[config.mk]
export PLATFORM = sky130hd
export DESIGN_NAME = stopwatch_ctrl_flat
export DESIGN_NICKNAME = d
export VERILOG_FILES = /design/src/rtl/stopwatch_pkg.sv /design/src/rtl/stopwatch_ctrl_if.sv /design/src/rtl/sw_tick_gen.sv /design/src/rtl/stopwatch_ctrl.sv /design/src/flat_wrapper.sv
export SDC_FILE = /design/constraint.sdc
export NUM_CORES = 1
export LEC_CHECK = 0
export ABC_CLOCK_PERIOD_IN_PS = 1800
export CAP_MARGIN = 20
export CORE_UTILIZATION = 47
export CTS_BUF_LIST = sky130_fd_sc_hd__clkbuf_16
export CTS_CLUSTER_SIZE = 20
export DETAILED_ROUTE_END_ITERATION = 8
export PLACE_DENSITY = 0.75
export SLEW_MARGIN = 15
export SYNTH_ARGS = -nofsm -noshare
export SYNTH_HDL_FRONTEND = slang
export SYNTH_SLANG_ARGS = --single-unit
export TNS_END_PERCENT = 30
[constraint.sdc]
create_clock -name clk -period 1.8 [get_ports clk]
set_clock_uncertainty 0.05 [all_clocks]
set_input_delay 0.36 -clock clk [delete_from_list [all_inputs] [get_ports clk]]
set_output_delay 0.36 -clock clk [all_outputs]
set_load 0.05 [all_outputs]
[src/rtl/stopwatch_pkg.sv]
// -----------------------------------------------------------------------------
// stopwatch_pkg
// Shared types and constants for the stopwatch controller slice.
//   sw_state_t   : controller states IDLE / RUN / PAUSE / DONE
//   SW_CW        : default width of the second/minute buses
//   SEC_PER_MIN  : seconds per minute of the attached counter
//   lap_allowed  : true in the states where a lap request is honoured
// -----------------------------------------------------------------------------
package stopwatch_pkg;

    typedef enum logic [1:0] {
        IDLE  = 2'd0,
        RUN   = 2'd1,
        PAUSE = 2'd2,
        DONE  = 2'd3
    } sw_state_t;

    localparam int SW_CW       = 6;
    localparam int SEC_PER_MIN = 60;

    // A lap is meaningless while the stopwatch sits zeroed in IDLE.
    function automatic logic lap_allowed(input sw_state_t s);
        return (s != IDLE);
    endfunction

endpackage

[src/rtl/stopwatch_ctrl_if.sv]
// -----------------------------------------------------------------------------
// stopwatch_ctrl_if
// Bundles the button pulses, counter feedback and controller outputs of the
// stopwatch controller.
//   master modport : drives buttons and counter values, observes results
//   slave  modport : the controller itself
// Parameter CW : width of the second/minute and lap buses.
// -----------------------------------------------------------------------------
interface stopwatch_ctrl_if #(
    parameter int CW = stopwatch_pkg::SW_CW
);
    logic          start_stop;
    logic          clear;
    logic          lap;
    logic [CW-1:0] second;
    logic [CW-1:0] minute;
    logic          cnt_en;
    logic          cnt_clr;
    logic          running;
    logic          done;
    logic [CW-1:0] lap_sec;
    logic [CW-1:0] lap_min;
    logic          lap_vld;

    modport master (
        output start_stop, clear, lap, second, minute,
        input  cnt_en, cnt_clr, running, done, lap_sec, lap_min, lap_vld
    );

    modport slave (
        input  start_stop, clear, lap, second, minute,
        output cnt_en, cnt_clr, running, done, lap_sec, lap_min, lap_vld
    );
endinterface

[src/rtl/sw_tick_gen.sv]
// -----------------------------------------------------------------------------
// sw_tick_gen
// Prescaler that turns clk into a one-second tick.
//   clk, rst_n : clock, asynchronous active-low reset
//   en         : count this cycle (controller is genuinely running)
//   clr        : return the count to 0 (has priority over en)
//   tick       : high in the cycle the count sits at CLK_PER_SEC-1 with en
// The count holds while en is low, so a paused second resumes where it left.
// -----------------------------------------------------------------------------
module sw_tick_gen #(
    parameter int CLK_PER_SEC = 50_000_000
) (
    input  logic clk,
    input  logic rst_n,
    input  logic en,
    input  logic clr,
    output logic tick
);
    localparam int            PW   = (CLK_PER_SEC > 1) ? $clog2(CLK_PER_SEC) : 1;
    localparam logic [PW-1:0] TERM = PW'(CLK_PER_SEC - 1);

    logic [PW-1:0] pre_reg;

    always_ff @(posedge clk or negedge rst_n) begin
        if (!rst_n) begin
            pre_reg <= '0;
        end else if (clr) begin
            pre_reg <= '0;
        end else if (en) begin
            pre_reg <= (pre_reg == TERM) ? '0 : pre_reg + 1'b1;
        end
    end

    assign tick = en && (pre_reg == TERM);

endmodule

[src/rtl/stopwatch_ctrl.sv]
// -----------------------------------------------------------------------------
// stopwatch_ctrl
// Run/pause/clear sequencer for the sec/min stopwatch counter.
//   clk, rst_n : clock, asynchronous active-low reset
//   bus.slave  : start_stop/clear/lap pulses and second/minute in;
//                cnt_en/cnt_clr to the counter, running/done status,
//                lap_sec/lap_min/lap_vld lap snapshot out
// Parameters: CLK_PER_SEC (clk cycles per second, >=2), MAX_MIN (minute value
// that ends counting), CW (bus width).
// Build option: STOPWATCH_LAP_EN enables lap capture; without it the lap
// input is ignored and the lap outputs are constant 0.
// Input priority within a cycle: clear > start_stop > saturation > lap.
// -----------------------------------------------------------------------------
module stopwatch_ctrl
    import stopwatch_pkg::*;
#(
    parameter int CLK_PER_SEC = 50_000_000,
    parameter int MAX_MIN     = 60,
    parameter int CW          = SW_CW
) (
    input  logic            clk,
    input  logic            rst_n,
    stopwatch_ctrl_if.slave bus
);
    localparam logic [CW-1:0] MAX_MIN_W = CW'(MAX_MIN);

    sw_state_t state_reg;
    sw_state_t state_next;
    logic      sat;
    logic      pre_en;
    logic      tick;
    logic      rst_done_reg;
    logic      cnt_en_reg;
    logic      cnt_clr_reg;
    logic      running_reg;
    logic      done_reg;

    // Counter has reached the limit while running: stop this very cycle.
    assign sat = (state_reg == RUN) && (bus.minute == MAX_MIN_W);

    // The prescaler only advances in cycles that stay in RUN; a cycle that
    // leaves RUN (pause, clear, saturation) must not consume a count.
    assign pre_en = (state_reg == RUN) && !bus.clear && !bus.start_stop && !sat;

    sw_tick_gen #(
        .CLK_PER_SEC (CLK_PER_SEC)
    ) u_tick_gen (
        .clk   (clk),
        .rst_n (rst_n),
        .en    (pre_en),
        .clr   (bus.clear),
        .tick  (tick)
    );

    always_comb begin
        state_next = state_reg;
        if (bus.clear) begin
            state_next = IDLE;
        end else if (bus.start_stop) begin
            case (state_reg)
                IDLE:    state_next = RUN;
                RUN:     state_next = PAUSE;
                PAUSE:   state_next = RUN;
                default: state_next = state_reg;   // DONE ignores start_stop
            endcase
        end else if (sat) begin
            state_next = DONE;
        end
    end

    always_ff @(posedge clk or negedge rst_n) begin
        if (!rst_n) begin
            state_reg    <= IDLE;
            rst_done_reg <= 1'b0;
            cnt_en_reg   <= 1'b0;
            cnt_clr_reg  <= 1'b0;
            running_reg  <= 1'b0;
            done_reg     <= 1'b0;
        end else begin
            state_reg    <= state_next;
            rst_done_reg <= 1'b1;
            // First cycle out of reset also clears the counter so both start aligned.
            cnt_clr_reg  <= bus.clear || !rst_done_reg;
            // tick already implies pre_en, so no advance collides with a clear.
            cnt_en_reg   <= tick;
            running_reg  <= (state_next == RUN);
            done_reg     <= (state_next == DONE);
        end
    end

    assign bus.cnt_en  = cnt_en_reg;
    assign bus.cnt_clr = cnt_clr_reg;
    assign bus.running = running_reg;
    assign bus.done    = done_reg;

`ifdef STOPWATCH_LAP_EN
    logic [CW-1:0] lap_sec_reg;
    logic [CW-1:0] lap_min_reg;
    logic          lap_vld_reg;

    always_ff @(posedge clk or negedge rst_n) begin
        if (!rst_n) begin
            lap_sec_reg <= '0;
            lap_min_reg <= '0;
            lap_vld_reg <= 1'b0;
        end else if (bus.clear) begin
            // A lap coinciding with clear records the zeroed time 0:0.
            lap_sec_reg <= '0;
            lap_min_reg <= '0;
            lap_vld_reg <= bus.lap && lap_allowed(state_reg);
        end else if (bus.lap && lap_allowed(state_reg)) begin
            lap_sec_reg <= bus.second;
            lap_min_reg <= bus.minute;
            lap_vld_reg <= 1'b1;
        end else begin
            lap_vld_reg <= 1'b0;
        end
    end

    assign bus.lap_sec = lap_sec_reg;
    assign bus.lap_min = lap_min_reg;
    assign bus.lap_vld = lap_vld_reg;
`else
    logic unused_lap_inputs;
    assign unused_lap_inputs = ^{bus.lap, bus.second};

    assign bus.lap_sec = '0;
    assign bus.lap_min = '0;
    assign bus.lap_vld = 1'b0;
`endif

endmodule

[src/flat_wrapper.sv]
// flat-port wrapper written by rule: the top's interface ports become plain ports
module stopwatch_ctrl_flat import stopwatch_pkg::*;
#(
    parameter int CLK_PER_SEC = 50_000_000,
    parameter int MAX_MIN     = 60,
    parameter int CW          = SW_CW
)
  (clk, rst_n, bus_start_stop, bus_clear, bus_lap, bus_second, bus_minute, bus_cnt_en, bus_cnt_clr, bus_running, bus_done, bus_lap_sec, bus_lap_min, bus_lap_vld);
  stopwatch_ctrl_if #(.CW(CW)) bus_i ();
  input  logic clk;
  input  logic rst_n;
  input wire logic [$bits(bus_i.start_stop)-1:0] bus_start_stop;
  input wire logic [$bits(bus_i.clear)-1:0] bus_clear;
  input wire logic [$bits(bus_i.lap)-1:0] bus_lap;
  input wire logic [$bits(bus_i.second)-1:0] bus_second;
  input wire logic [$bits(bus_i.minute)-1:0] bus_minute;
  output wire logic [$bits(bus_i.cnt_en)-1:0] bus_cnt_en;
  output wire logic [$bits(bus_i.cnt_clr)-1:0] bus_cnt_clr;
  output wire logic [$bits(bus_i.running)-1:0] bus_running;
  output wire logic [$bits(bus_i.done)-1:0] bus_done;
  output wire logic [$bits(bus_i.lap_sec)-1:0] bus_lap_sec;
  output wire logic [$bits(bus_i.lap_min)-1:0] bus_lap_min;
  output wire logic [$bits(bus_i.lap_vld)-1:0] bus_lap_vld;
  assign bus_i.start_stop = bus_start_stop;
  assign bus_i.clear = bus_clear;
  assign bus_i.lap = bus_lap;
  assign bus_i.second = bus_second;
  assign bus_i.minute = bus_minute;
  assign bus_cnt_en = bus_i.cnt_en;
  assign bus_cnt_clr = bus_i.cnt_clr;
  assign bus_running = bus_i.running;
  assign bus_done = bus_i.done;
  assign bus_lap_sec = bus_i.lap_sec;
  assign bus_lap_min = bus_i.lap_min;
  assign bus_lap_vld = bus_i.lap_vld;
  stopwatch_ctrl #(.CLK_PER_SEC(CLK_PER_SEC), .MAX_MIN(MAX_MIN), .CW(CW)) u_core (.clk(clk), .rst_n(rst_n), .bus(bus_i));
endmodule
==> impl_metrics.ini <==
[critical_path]
critical_path_required_ns = 1.89
cp_slowest_cell = or4_4
timing.reg2reg.setup_slack_ns = -0.28
timing.critical_path.slowest_cell_delay_ns = 0.56
critical_path.n_buffers_inverters = 2
crit_path_start_kind = flop
cp.arrival_ns = 2.17
path_delay_family = simple AND/OR/NAND/NOR gates
worst_setup_ep_type = flop
crit_path_max_fanout = 14
timing.rr.end = u_core.u_tick_gen.pre_reg[21]
cp_cell_sequence = or4_4, nor4_4, a311oi_4, buf_12, nor2_8, buf_4, a21oi_1
kind_of_critical_path = reg2reg
r2r-start = u_core.u_tick_gen.pre_reg[11]
reg2reg_depth = 7
worstSetupStartpoint = u_core.u_tick_gen.pre_reg[11]

[grt]
grt_first_pass_wirelength_um = 7100
number_of_global_route_vias_before_repair = 1497
maximum_number_of_pins_on_one_net_before_global_route_repair = 34
grt_overflow_total = 0
antenna_found_initial = 0
track_usage = 0.225

[timing]
holdWs_ns = 0.375
slew_violations = 0
period_minus_slack_ns = 2.08
timing.fmax_ghz = 0.482
hold_violations = 0
grt_setup_unrepaired = true
layout_setup_ws_ns = -0.275
period_utilization_post_route = 1.15
final-setup-viol-count = 25

[clock_tree]
tritoncts = done
cts_htree_levels = 2
path_clk_slew_ns = 0.05
cts.sinks = 33
ctsHoldBuffers = 0
clock_tree.root_cell = clkbuf_16
max-clock-path-buffers = 2
insertion_delay_ns = 0.28
numCtsBuffers = 5

[final_layout]
drive_gt1_frac = 0.329
antennaDiodeCount = 0
largest_register_ffs = 26
syn_to_layout_area_delta_pct = 33.2
nets = 266

[power]
peakVddDrop_mv = 0.529
leakage_power_of_the_design_nw = 1.17
p_per_area_nw_per_um2 = 757

[flow_run]
drv.max_cap_violation_count = 0

[min_path]
min_delay_path_depth = 1
hold_path_class = reg2reg
hold_path.startpoint = u_core.rst_done_reg
whs_endpoint = u_core.bus.cnt_clr

[synthesis]
asyncSetResetFlopFracSynth = 1.00
post_synth_inst_count = 189
postSynth.topFlopCell = dfrtp_1
synth-seq-cells = 33
yosysSeqAreaShare = 0.431
post_synth.cell_area_avg_um2 = 10.1
mappedNetlistArea_um2 = 1920
synthesis.yosys.warnings = 0
ys_types = 45
synth_edf_count = 0

[routing]
drt-wirelength-per-cell_um = 13.9
drt-initial-drc-count = 121
route.detailed.drc = 0
vias_per_cell = 5.36
drt_wl_total_um = 4140
num_vias = 1592
dr.pass1.iters = 4
detail-route-antenna-nets = 0

[place]
place_ws_ns = -0.410
placed_wire_length_estimate_um = 2890
port_buf_inserts = 13
gp_congestion = 0.867

[die]
io-pin-count = 34
die_w_um = 65.9
dieArea_um2 = 4340
coreArea_um2 = 3800
die_span_y_um = 65.9
placementRows = 22
start_util = 0.505

[run_status]
violations_in_the_final_reports = negative setup slack
outcome = complete, but fails checks
synthesized netlist by cell type (3+ instances only):
cell        n  share of area
a21oi_1     4          0.010
a31oi_1     8          0.026
and2_1      3         0.0098
and3_1      5          0.016
buf_4      13          0.051
clkbuf_1    5         0.0098
dfrtp_1    33           0.43
nand2_1    13          0.025
nand3_1     6          0.016
nor2_1     14          0.027
nor2_2     10          0.033
nor2b_1     3         0.0098
o2111ai_1   7          0.032
o211ai_1    5          0.020
o21ai_0     8          0.021
xor2_1     15          0.069
layer usage:
metal	vias to the layer above	part of all wire	global-route usage
met5	-	0	0
met4	0	0.016	0.0815
met3	6	0.047	0.0638
met2	40	0.49	0.367
met1	773	0.45	0.282
li1	773	-	-
report_power, final:
group	switching (mW)	total, mW	internal, mW	leakage (nW)
clock network	0.302	0.944	0.642	0.0826
logic	0.151	0.233	0.0814	0.636
registers	0.00423	0.756	0.751	0.452
kinds of logic (layout without fill, tap and decap cells):
logic type / after synthesis / count (layout) / synth area share
buffers and inverters: 23 / 71 / 0.0835
DFF: 33 / 33 / 0.431
muxes: 1 / 1 / 0.00522
adders and majority gates: 1 / 1 / 0.00653
xor gates and xnor gates: 16 / 16 / 0.0731
AOI/OAI and AO/OA: 38 / 38 / 0.147
and+or+nand+nor: 75 / 75 / 0.250
other: 2 / 14 / 0.00392
placed cells by master (no fill, tap or decap), drive strengths merged, types with 5 or more instances in the layout:
cell / count
o211ai: 5
clkbuf: 5
nand2: 14
a31oi: 8
xor2: 15
conb: 14
nand3: 6
clkdlybuf4s50: 9
buf: 52
o21ai: 8
and3: 5
dfrtp: 33
o2111ai: 7
nor2: 25
final cells by class:
class / instances / area [um^2]
Tap cell: 48 / 60.1
Timing Repair Buffer: 61 / 513
Clock inverter: 3 / 37.5
Sequential cell: 33 / 826
Multi-Input combinational cell: 145 / 985
Inverter: 2 / 7.51
Fill cell: 308 / 1240
Clock buffer: 5 / 125
metrics by stage:
stage | std cells | TNS, ns | utilization | total power, mW | area, um^2
2_1_floorplan | 201 | -1.94 | - | 0.927 | 1970
3_3_place_gp | 284 | -7.53 | 0.613 | 0.976 | 2330
3_5_place_dp | 284 | -8.93 | 0.613 | 0.980 | 2330
4_1_cts | 296 | -5.57 | 0.669 | 1.95 | 2540
5_1_grt | 297 | -7.25 | 0.672 | 2.01 | 2550
6_report | 297 | -5.67 | 0.672 | 1.93 | 2550
what timing repair did:
action                                  4_1_cts  5_1_grt
pin swaps                                     4        3
gates resized for setup                       2        2
endpoints found under the setup margin       25       27
buffers inserted                              4        1
how the worst max path moves through the flow:
| stage | end | slack (ns) | depth (start not counted) |
|---|---|---|---|
| 2_1_floorplan | u_core.u_tick_gen.pre_reg[12] | -0.12 | 6 |
| 3_3_place_gp | u_core.u_tick_gen.pre_reg[23] | -0.36 | 7 |
| 3_5_place_dp | u_core.u_tick_gen.pre_reg[25] | -0.41 | 7 |
| 4_1_cts | u_core.u_tick_gen.pre_reg[11] | -0.28 | 7 |
| 5_1_grt | u_core.u_tick_gen.pre_reg[21] | -0.33 | 7 |
| 6_report | u_core.u_tick_gen.pre_reg[21] | -0.28 | 7 |
Note: power is estimated with default switching activity, not from simulation.
